`config.mk`:
```
export PLATFORM = sky130hd
export DESIGN_NAME = pic_ctrl_seq
export DESIGN_NICKNAME = d
export VERILOG_FILES = /design/src/rtl/pic_ctrl_seq.sv
export SDC_FILE = /design/constraint.sdc
export NUM_CORES = 1
export LEC_CHECK = 0
export BUFFER_PORTS_ARGS = -buffer_cell sky130_fd_sc_hd__buf_2
export CAP_MARGIN = 25
export CORE_MARGIN = 4
export CORE_UTILIZATION = 35
export DETAILED_ROUTE_END_ITERATION = 10
export HOLD_SLACK_MARGIN = 0.06
export PLACE_DENSITY = 0.65
export SYNTH_ARGS = -nofsm -noshare
export SYNTH_HDL_FRONTEND = slang
export SYNTH_SLANG_ARGS = --single-unit
export TNS_END_PERCENT = 50
```
`constraint.sdc`:
```
create_clock -name clk -period 3.5 [get_ports clk]
set_input_delay 0.175 -clock clk [delete_from_list [all_inputs] [get_ports clk]]
set_output_delay 0.175 -clock clk [all_outputs]
set_load 0.005 [all_outputs]
```
`src/rtl/pic_ctrl_seq.sv`:
```
// Control sequencer for an 8259A-style PIC: ICW1-ICW4 init, OCW1/OCW2
// handling, and the 8086-mode two-pulse INTA cycle feeding the data-bus buffer.
module pic_ctrl_seq (
  input  logic       clk,
  input  logic       rst_n,
  input  logic       wr_flag,
  input  logic       a0,
  input  logic [7:0] din,
  input  logic       inta_n,
  input  logic       irq_valid,
  input  logic [2:0] irq_level,
  output logic       int_out,
  output logic [7:0] dout,
  output logic       dout_en,
  output logic       freeze,
  output logic       isr_set,
  output logic [2:0] isr_level,
  output logic       eoi,
  output logic       eoi_specific,
  output logic [2:0] eoi_level,
  output logic [7:0] imr,
  output logic       ltim,
  output logic       aeoi,
  output logic       init_done
);

  typedef enum logic [2:0] {UNINIT, W_ICW2, W_ICW3, W_ICW4, READY} init_st_t;
  typedef enum logic [1:0] {I_IDLE, I_REQ, I_ACK1, I_ACK2} inta_st_t;

  init_st_t r_init_st, w_init_nx;
  inta_st_t r_inta_st, w_inta_nx;

  logic       r_inta_q;
  logic [4:0] r_base;
  logic       r_sngl, r_ic4, r_ltim, r_aeoi;
  logic [7:0] r_imr;
  logic [2:0] r_lvl;
  logic       r_spur;
  logic       r_isr_set;
  logic [2:0] r_isr_lvl;
  logic       r_eoi, r_eoi_spec;
  logic [2:0] r_eoi_lvl;
  logic       r_aeoi_pend;
  logic [2:0] r_pend_lvl;

  logic w_icw1, w_wr1, w_ocw2, w_ns_eoi, w_sp_eoi, w_fall, w_ready, w_aeoi_evt;

  assign w_icw1     = wr_flag & ~a0 & din[4];
  assign w_wr1      = wr_flag & a0;
  assign w_ready    = (r_init_st == READY);
  assign w_ocw2     = wr_flag & ~a0 & (din[4:3] == 2'b00) & w_ready;
  assign w_ns_eoi   = w_ocw2 & (din[7:5] == 3'b001);
  assign w_sp_eoi   = w_ocw2 & (din[7:5] == 3'b011);
  assign w_fall     = r_inta_q & ~inta_n;
  assign w_aeoi_evt = (r_inta_st == I_ACK2) & inta_n & r_aeoi & ~r_spur & ~w_icw1;

  // State registers
  always_ff @(posedge clk) begin
    if (!rst_n) begin
      r_init_st <= UNINIT;
      r_inta_st <= I_IDLE;
    end else begin
      r_init_st <= w_init_nx;
      r_inta_st <= w_inta_nx;
    end
  end

  // Init next state; ICW3 carries cascade data a single device never uses,
  // so its slot is only consumed.
  always_comb begin
    w_init_nx = r_init_st;
    if (w_icw1) w_init_nx = W_ICW2;
    else if (w_wr1) begin
      case (r_init_st)
        W_ICW2:  w_init_nx = !r_sngl ? W_ICW3 : (r_ic4 ? W_ICW4 : READY);
        W_ICW3:  w_init_nx = r_ic4 ? W_ICW4 : READY;
        W_ICW4:  w_init_nx = READY;
        default: w_init_nx = r_init_st;
      endcase
    end
  end

  // INTA next state; ICW1 wins over any INTA edge in the same cycle
  always_comb begin
    w_inta_nx = r_inta_st;
    if (w_icw1) w_inta_nx = I_IDLE;
    else begin
      case (r_inta_st)
        I_IDLE: if (w_ready && irq_valid) w_inta_nx = I_REQ;
        I_REQ: begin
          if (w_fall)                   w_inta_nx = I_ACK1;
          else if (!irq_valid && r_ltim) w_inta_nx = I_IDLE;
        end
        I_ACK1:  if (w_fall) w_inta_nx = I_ACK2;
        I_ACK2:  if (inta_n) w_inta_nx = I_IDLE;
        default: w_inta_nx = I_IDLE;
      endcase
    end
  end

  always_ff @(posedge clk) begin
    if (!rst_n) begin
      r_inta_q    <= 1'b1;
      r_base      <= '0;
      r_sngl      <= 1'b0;
      r_ic4       <= 1'b0;
      r_ltim      <= 1'b0;
      r_aeoi      <= 1'b0;
      r_imr       <= '0;
      r_lvl       <= '0;
      r_spur      <= 1'b0;
      r_isr_set   <= 1'b0;
      r_isr_lvl   <= '0;
      r_eoi       <= 1'b0;
      r_eoi_spec  <= 1'b0;
      r_eoi_lvl   <= '0;
      r_aeoi_pend <= 1'b0;
      r_pend_lvl  <= '0;
    end else begin
      r_inta_q   <= inta_n;
      r_isr_set  <= 1'b0;
      r_isr_lvl  <= '0;
      r_eoi      <= 1'b0;
      r_eoi_spec <= 1'b0;
      r_eoi_lvl  <= '0;
      if (w_icw1) begin
        r_ltim      <= din[3];
        r_sngl      <= din[1];
        r_ic4       <= din[0];
        r_imr       <= '0;
        r_aeoi      <= 1'b0;
        r_aeoi_pend <= 1'b0;
      end else begin
        if (w_wr1) begin
          case (r_init_st)
            W_ICW2:  r_base <= din[7:3];
            W_ICW4:  r_aeoi <= din[1];
            READY:   r_imr  <= din;
            default: ;
          endcase
        end
        if (r_inta_st == I_REQ && w_fall) begin
          r_lvl     <= irq_valid ? irq_level : 3'd7;
          r_spur    <= ~irq_valid;
          r_isr_set <= irq_valid;
          r_isr_lvl <= irq_valid ? irq_level : 3'd0;
        end
        // Explicit OCW2 EOI takes the pulse; a colliding auto-EOI waits a cycle
        if (w_ns_eoi || w_sp_eoi) begin
          r_eoi      <= 1'b1;
          r_eoi_spec <= w_sp_eoi;
          r_eoi_lvl  <= w_sp_eoi ? din[2:0] : 3'd0;
          if (w_aeoi_evt) begin
            r_aeoi_pend <= 1'b1;
            r_pend_lvl  <= r_lvl;
          end
        end else if (r_aeoi_pend || w_aeoi_evt) begin
          r_eoi       <= 1'b1;
          r_eoi_spec  <= 1'b1;
          r_eoi_lvl   <= r_aeoi_pend ? r_pend_lvl : r_lvl;
          r_aeoi_pend <= r_aeoi_pend & w_aeoi_evt;
          r_pend_lvl  <= r_lvl;
        end
      end
    end
  end

  // Outputs
  always_comb begin
    int_out      = (r_inta_st == I_REQ);
    freeze       = (r_inta_st == I_ACK1) || (r_inta_st == I_ACK2);
    dout_en      = (r_inta_st == I_ACK2);
    dout         = dout_en ? {r_base, r_lvl} : 8'h00;
    init_done    = w_ready;
    isr_set      = r_isr_set;
    isr_level    = r_isr_lvl;
    eoi          = r_eoi;
    eoi_specific = r_eoi_spec;
    eoi_level    = r_eoi_lvl;
    imr          = r_imr;
    ltim         = r_ltim;
    aeoi         = r_aeoi;
  end

endmodule

```
==> results of run 1 <==
## metrics by stage
stage                     power, W  hold WS (ns)  utilization  setup WS (ns)
after floorplan           0.000492         0.275            -           1.87
after global placement    0.000513         0.392        0.430           1.47
after detailed placement  0.000513         0.399        0.430           1.42
after CTS                 0.000833        0.0895        0.451           1.43
after global routing      0.000855        0.0944        0.451           1.27
final                     0.000823        0.0962        0.451           1.41
## how the worst max path moves through the flow
stage,from,end,slack (ns),cells past startpoint
after floorplan,r_init_st[1],r_pend_lvl[0],1.87,4
after global placement,a0,eoi_level[2],1.47,5
after detailed placement,a0,eoi_level[0],1.42,5
after CTS,r_inta_st[0],r_spur,1.43,3
after global routing,r_inta_st[0],r_lvl[0],1.27,3
final,r_inta_st[0],r_spur,1.41,3
## layout by cell type, fill, tap and decap left out, drive strengths merged, types with 4 or more instances in the layout
| cell | instances |
|---|---|
| o21ai | 4 |
| mux2i | 23 |
| buf | 47 |
| clkbuf | 6 |
| nor2 | 23 |
| and3 | 11 |
| dfxtp | 40 |
| a311oi | 4 |
| nand2 | 11 |
| inv | 6 |
| and2 | 4 |
| a21oi | 11 |
## cell type report
cell class / instances / area (um^2) / share of cell area
Timing Repair Buffer: 47 / 235 / 0.116
Tap cell: 52 / 65.1 / 0.0321
Clock buffer: 6 / 82.6 / 0.0407
Multi-Input combinational cell: 123 / 813 / 0.401
Inverter: 6 / 22.5 / 0.0111
Sequential cell: 40 / 801 / 0.395
Clock inverter: 2 / 10.0 / 0.00493
## flip-flops by register name (all words and copies together) (netlist names), 3 cells and up, named ones only
signal / flops
eoi_level: 3
imr: 8
isr_level: 3
r_base: 5
r_init_st: 3
r_lvl: 3
r_pend_lvl: 3
## routing by layer
metal / vias up / wire length, um
met5: - / 0
li1: 716 / -
met4: 0 / 104
met3: 10 / 230
met2: 43 / 1690
met1: 637 / 1910
## cell families (layout without fill, tap and decap cells)
group / count (synthesis) / count (layout) / share of synthesized area
simple gates: 70 / 70 / 0.226
compound gates: 30 / 30 / 0.122
flops: 40 / 40 / 0.478
mux: 23 / 23 / 0.137
buf+inv: 16 / 61 / 0.0366
## worst max-delay path: stages, from the launching register on
cell                       delay [ns]
sky130_fd_sc_hd__dfxtp_1         0.61
sky130_fd_sc_hd__nor4bb_1        0.92
sky130_fd_sc_hd__a21oi_1         0.16
sky130_fd_sc_hd__a311oi_1        0.30
## where the power goes
group / internal [W] / switching, W / total, W
combinational: 0.0000147 / 0.0000265 / 0.0000413
clock: 0.000157 / 0.000163 / 0.000321
sequential: 0.000458 / 0.00000318 / 0.000461
==> run summary, run 1 <==
In the post-synthesis netlist, the cell with the most instances is sky130_fd_sc_hd__dfxtp_1. Clock insertion delay at the later pin of the skew report: 0.30 ns. The global routing stage identified its most utilized layer as met2. The worst reg-to-reg setup slack is 1.41 ns. After clock tree synthesis, the repair step resized 0 gates. Synthesis-stage register bit count: 40.

The clock tree synthesis step divided the H-tree into 2 levels. For this run, the detailed router's first-pass iteration total came to 4. Relative to the synthesized area, the layout overhead comes to 21.1%. The repair_antennas step left the layout with diodes totalling 0.

The run gives 0 as the post-cts hold buffer count. Share of cells above drive strength 1: 0.259. The leakage power figure was 0.941 nW.

By count the netlist is led by sky130_fd_sc_hd__dfxtp_1, sky130_fd_sc_hd__mux2i_1, sky130_fd_sc_hd__nor2_1. In the post-synthesis netlist, the biggest area contributors are sky130_fd_sc_hd__dfxtp_1, sky130_fd_sc_hd__mux2i_1, sky130_fd_sc_hd__nor2_1. The tools report the wire length of the first global-routing pass as 6.51 mm. Max-slew violation count: 0. The floorplan die height came out at 77.2 um. STA classifies the critical path startpoint as a flop. For the finished layout, the period the worst path requires is 2.09 ns.

Boundary pin count: 48. The type of the worst setup path was flop to flop. The number of nets handed over by synthesis was 196.

After synthesis the cells add up to 0.00168 mm^2. For the worst slew margin relative to its limit, the log shows 0.260. The met1 layer usage reported by global route is 0.181. Sequential element share of the synthesized area: 0.478. The total number of vias was 1406; the worst path arrival time was 2.28 ns.

The buffers inserted during post-CTS setup optimization was 0; the detailed-route DRC error count was 0. Weighted congestion reported at the end of routability-driven placement: 0.736. In this run the remaining antenna-violating nets after routing total 0. The routed via count divided by cell count came out at 5.09. The worst hold path begins at din[2].

Derived from the worst setup path, the maximum achievable clock frequency is 0.478 GHz. The initial core utilization is 0.372. The number of instances in the placed design was 268; the CTS buffer count was 5. The share of flip-flops with an asynchronous set or reset after synthesis came out at 0. Dividing total power by cell area gives a power density of 406 mW/mm^2. The width of the chip was 77.2 um; the average wire per cell in the routed design was 14.3 um.

Setup repair after global routing left no endpoint under its margin. The tools report the area of the die as 0.00596 mm^2. TritonCTS built the clock tree. The logs give 0.138 for the total routing resource utilization after global routing and 0.202 for the met2 layer usage reported by global route.

The path class of the tightest hold or removal check is input port to flop. The kind of end point of the critical path is a flop. Entering global routing, the biggest net connects 19 pins.

The run gives 240 as the number of nets in the finished design. Clock-pin slew reported for the worst setup and hold paths after clock tree synthesis: 0.08 ns. The synthesized design contains 0 enable-type register cells. The clock tree buffer depth was 2; the starting DRC count in detailed routing was 95. Final count of hold timing violations: 0.

Dividing the synthesized area by the synthesized cell count gives 9.36 um^2. Across the VDD grid, the largest voltage drop is 211 uV. The leading register cell type out of synthesis was sky130_fd_sc_hd__dfxtp_1. The startpoint identified for the worst register-to-register timing path is r_inta_st[0].

The initialized floorplan defines 24 standard-cell rows. Across the run, the number of max-cap violations was 0. Setup violations remaining at the end of the flow were counted as 0. Terminus of the critical flop-to-flop path: r_spur.

Summed over all layers, the routed wires come to 3.94 mm. Hold-critical path depth: 2. In this run, distinct cell masters in the synthesized netlist total 35. The via count of the first global-routing pass was 1333. For the pin with the worst max-slew slack, the measured transition is 1.10 ns. The initial antenna violation count is 0, and the final sum of negative setup slack is 0 ns. Once placement finished, the instance area stood at 0.00194 mm^2. The share of the clock period used by the worst path came out at 0.597. The half-perimeter wire length after detailed placement was 2.85 mm; the post-route standard cell area excluding fillers was 0.00203 mm^2. Counting every instance in the synthesized netlist gives 179. The logs give 0.00450 mm^2 for the core area and 0.00659 ns for the worst-case clock skew. The run finished with clean final reports. After global routing the overflow that remains totals 0. STA puts the critical path data required time at 3.69 ns. The worst-case reg-to-reg path depth was 3. For hold timing, the worst endpoint is eoi_level[2]. The clock drives 40 sinks.

The global-route track usage on met3 was 0.0422; the count of buffers inserted at the top-level ports was 47. The filler cells instantiated in the layout total 468. The finished layout holds 276 standard cells, fillers aside. The critical-path maximum fanout works out to 16. The biggest area contributor in the post-synthesis netlist is sky130_fd_sc_hd__dfxtp_1.

The share of the synthesized area in the top cell type is 0.478, and the number of synthesis warnings is 0. The clock tree root buffer cell was sky130_fd_sc_hd__clkbuf_8.
(Power assumes the default switching activity.)
==> run 2, diff against run 1 <==
==> constraint.sdc (replaced) <==
create_clock -name clk -period 2.1 [get_ports clk]
set_input_delay 0.105 -clock clk [delete_from_list [all_inputs] [get_ports clk]]
set_output_delay 0.105 -clock clk [all_outputs]
set_load 0.005 [all_outputs]
==> run 2 against run 1 <==
Count of clock-buffer cells in the layout increased by 2; design area up 4.3%; non-clock buffer count is 10 higher; first-iteration DRC count down 26%; cell count increased by 3.6%; combinational power grew 97%; fmax is 17% higher; critical endpoint is now imr[0]; worst setup slack worse by 1.1 ns; via count grew 4.0%; register-to-register slack got worse by 1.1 ns; hold slack got worse by 0.013 ns; power increased by 65%.
==> run summary, run 2 (synthesis results as in run 1) <==
The clock tree buffer depth is 2 (unchanged), and the transition time at the pin with the least slew margin is 0.561 ns (-0.534 ns). The logs give 0 (unchanged) for the max-capacitance violation count and 3.91 mm (-0.74%) for the wire length reported by the detailed router. The final sum of negative setup slack was 0 ns (unchanged); the floorplan die height was 77.2 um (unchanged). The clock-pin slew reported for the worst setup and hold paths after clock tree synthesis is 0.07 ns (about the same). TritonCTS built the clock tree. The data required time at the worst endpoint is 2.28 ns (-1.41 ns), and the peak per-stage delay on the critical path is 0.48 ns (-0.44 ns). The family with the most delay on the worst path was simple AND/OR/NAND/NOR gates. The cell type of the slowest stage on the worst timing path was sky130_fd_sc_hd__and3_1.

Launch point of the worst hold path: din[5]. The min-delay analysis places its worst path in the category input port to flop. Antenna violation net count after detailed routing: 0 (unchanged). The half-perimeter wire length after detailed placement was 2.87 mm (+0.62%). The run gives 0.0831 ns (-0.0131 ns) as the worst hold slack after final layout. The critical path goes through or3b_1 -> inv_1 -> and3_1 -> mux2i_1 -> nor2_1. The run gives 456 (-2.6%) as the final-layout fill cell count. The average wire per cell in the routed design works out to 13.7 um (-4.2%).

The run gives 5 (unchanged) as the CTS buffer count. The logs give 0 (unchanged) for the max-slew violation count and 0.372 (unchanged) for the initial core utilization. The logs give 24 (unchanged) for the count of standard-cell rows and 0 (unchanged) for the number of antenna repair diodes. The leakage power figure was 0.981 nW (+4.2%). The number of levels the H-tree was split into is 2 (unchanged). For the total iterations of the first detailed-routing run, the log shows 4 (unchanged). Final count of hold timing violations: 0 (unchanged). Worst-case setup margin in the final layout: 0.313 ns (-1.10 ns). For the worst-case clock skew, the log shows 0.00626 ns (-0.000326 ns).

The worst slew margin relative to its limit is 0.624 (+0.364), and the flip-flop count of the largest register after layout is 8 (unchanged). The run finished with clean final reports. The share of cells above drive strength 1 came out at 0.256 (-0.00252). The logs give 0.29 ns (about the same) for the clock insertion delay at the later pin of the skew report and 0 (unchanged) for the setup-violating endpoint count in the final report. Setup repair after global routing left no endpoint under its margin. The logs give 0.141 (+0.00333) for the total routing resource utilization after global routing and 272 (+1.5%) for the number of instances in the placed design.

The tools report the launch point of the worst path as r_init_st[1]. The clock tree root buffer cell was sky130_fd_sc_hd__clkbuf_8. Wire length of the first global-routing pass: 6.74 mm (+3.5%).

Share of the clock period used by the worst path: 0.851 (+0.254). The via count of the first global-routing pass was 1450 (+8.8%); the largest vdd supply drop was 410 uV (+94%). The weighted congestion reported at the end of routability-driven placement is 0.726 (-1.3%). The logs give 0.330 ns (-1.09 ns) for the worst-case setup slack after placement and 48 (unchanged) for the boundary pin count.

The area of the die is 0.00596 mm^2 (unchanged). Initial antenna violation count: 0 (unchanged). For the overall power consumption, the log shows 0.00136 W (+65%).

Kind of end point of the critical path: a flop. The count of buffers inserted at the top-level ports came out at 47 (unchanged). The tools report the number of sinks driven by the clock tree as 40 (unchanged). From synthesis to final layout, the design area changed by 26.4%. The largest net degree at the start of global routing is 19 (unchanged). The width of the chip is 77.2 um (unchanged), and the post-route minimum period is 1.79 ns (-0.303 ns). The tools report the critical path launch point type as a flop. The achievable frequency was 0.560 GHz (+17%).

The routed via count divided by cell count is 5.11 (+0.35%), and the total number of vias is 1462 (+4.0%). The power per standard cell area is 642 mW/mm^2 (+58%), and the number of nets in the finished design is 250 (+4.2%). The tools report the number of non-filler instances in the completed layout as 286 (+3.6%). For the core area, the log shows 0.00450 mm^2 (unchanged).

The worst path arrival time came out at 1.96 ns (-0.32 ns). The critical-path maximum fanout was 8 (-8). The type of the worst setup path was flop to flop. In the layout the commonest cells are sky130_fd_sc_hd__buf_2, sky130_fd_sc_hd__dfxtp_1, sky130_fd_sc_hd__mux2i_1, sky130_fd_sc_hd__nor2_1.

The commonest non-fill, non-tap cell in the layout was sky130_fd_sc_hd__buf_2. The run gives 70 (-26%) as the starting DRC count in detailed routing. Detailed-route DRC error count: 0 (unchanged).

The tools report the launch point of the worst reg-to-reg path as r_init_st[1]. The count of buffer and inverter cells on the critical path is 1 (+1), and the total congestion overflow after global routing is 0 (unchanged).
==> run 2: final timing paths <==
kind,depth (start not counted),slack [ns],endpoint
worst max-delay path,5,0.31,imr[0]
worst min-delay path,3,0.08,imr[5]
worst max register to register,5,0.31,imr[0]
worst min register to register,2,0.46,r_pend_lvl[1]
==> run 2: area by class of cell <==
| cell class | instances | area [um^2] | share of cell area |
|---|---|---|---|
| Clock buffer | 8 | 90.1 | 0.0426 |
| Sequential cell | 40 | 801 | 0.378 |
| Tap cell | 52 | 65.1 | 0.0307 |
| Inverter | 6 | 22.5 | 0.0106 |
| Timing Repair Buffer | 57 | 325 | 0.154 |
| Multi-Input combinational cell | 123 | 813 | 0.384 |
==> run 2: where the power goes <==
group | switching [W] | internal (W) | leakage (nW)
Sequential | 0.00000526 | 0.000764 | 0.323
Combinational | 0.0000473 | 0.0000342 | 0.613
Clock | 0.000241 | 0.000268 | 0.0455
==> run 2: per-layer routing <==
metal,up-vias,global-route usage,wire (um)
li1,742,-,-
met1,675,0.180,1860
met2,38,0.228,1790
met3,7,0.0363,192
met4,0,0.0552,62
met5,-,0,0
==> run 2: worst min-delay path: cells and delay by family <==
family,cells,cell delay (ns)
AND/OR/NAND/NOR,1,0.07
buffers and inverters,1,0.10
multiplexers,1,0.06
==> run 2: repair_timing <==
| item | CTS | global route |
|---|---|---|
| setup buffers | 0 | 0 |
| hold buffers | 6 | 0 |
| setup endpoints to repair | 0 | 0 |
| endpoints found under the hold margin | 6 | 0 |
| gates resized for setup | 0 | 0 |
==> run 2: per-stage QoR <==
step,cell area (um^2),utilization
finish,2120,0.470
floorplan,1680,-
CTS,2120,0.470
global route,2120,0.470
detailed placement,1970,0.437
global placement,1970,0.437
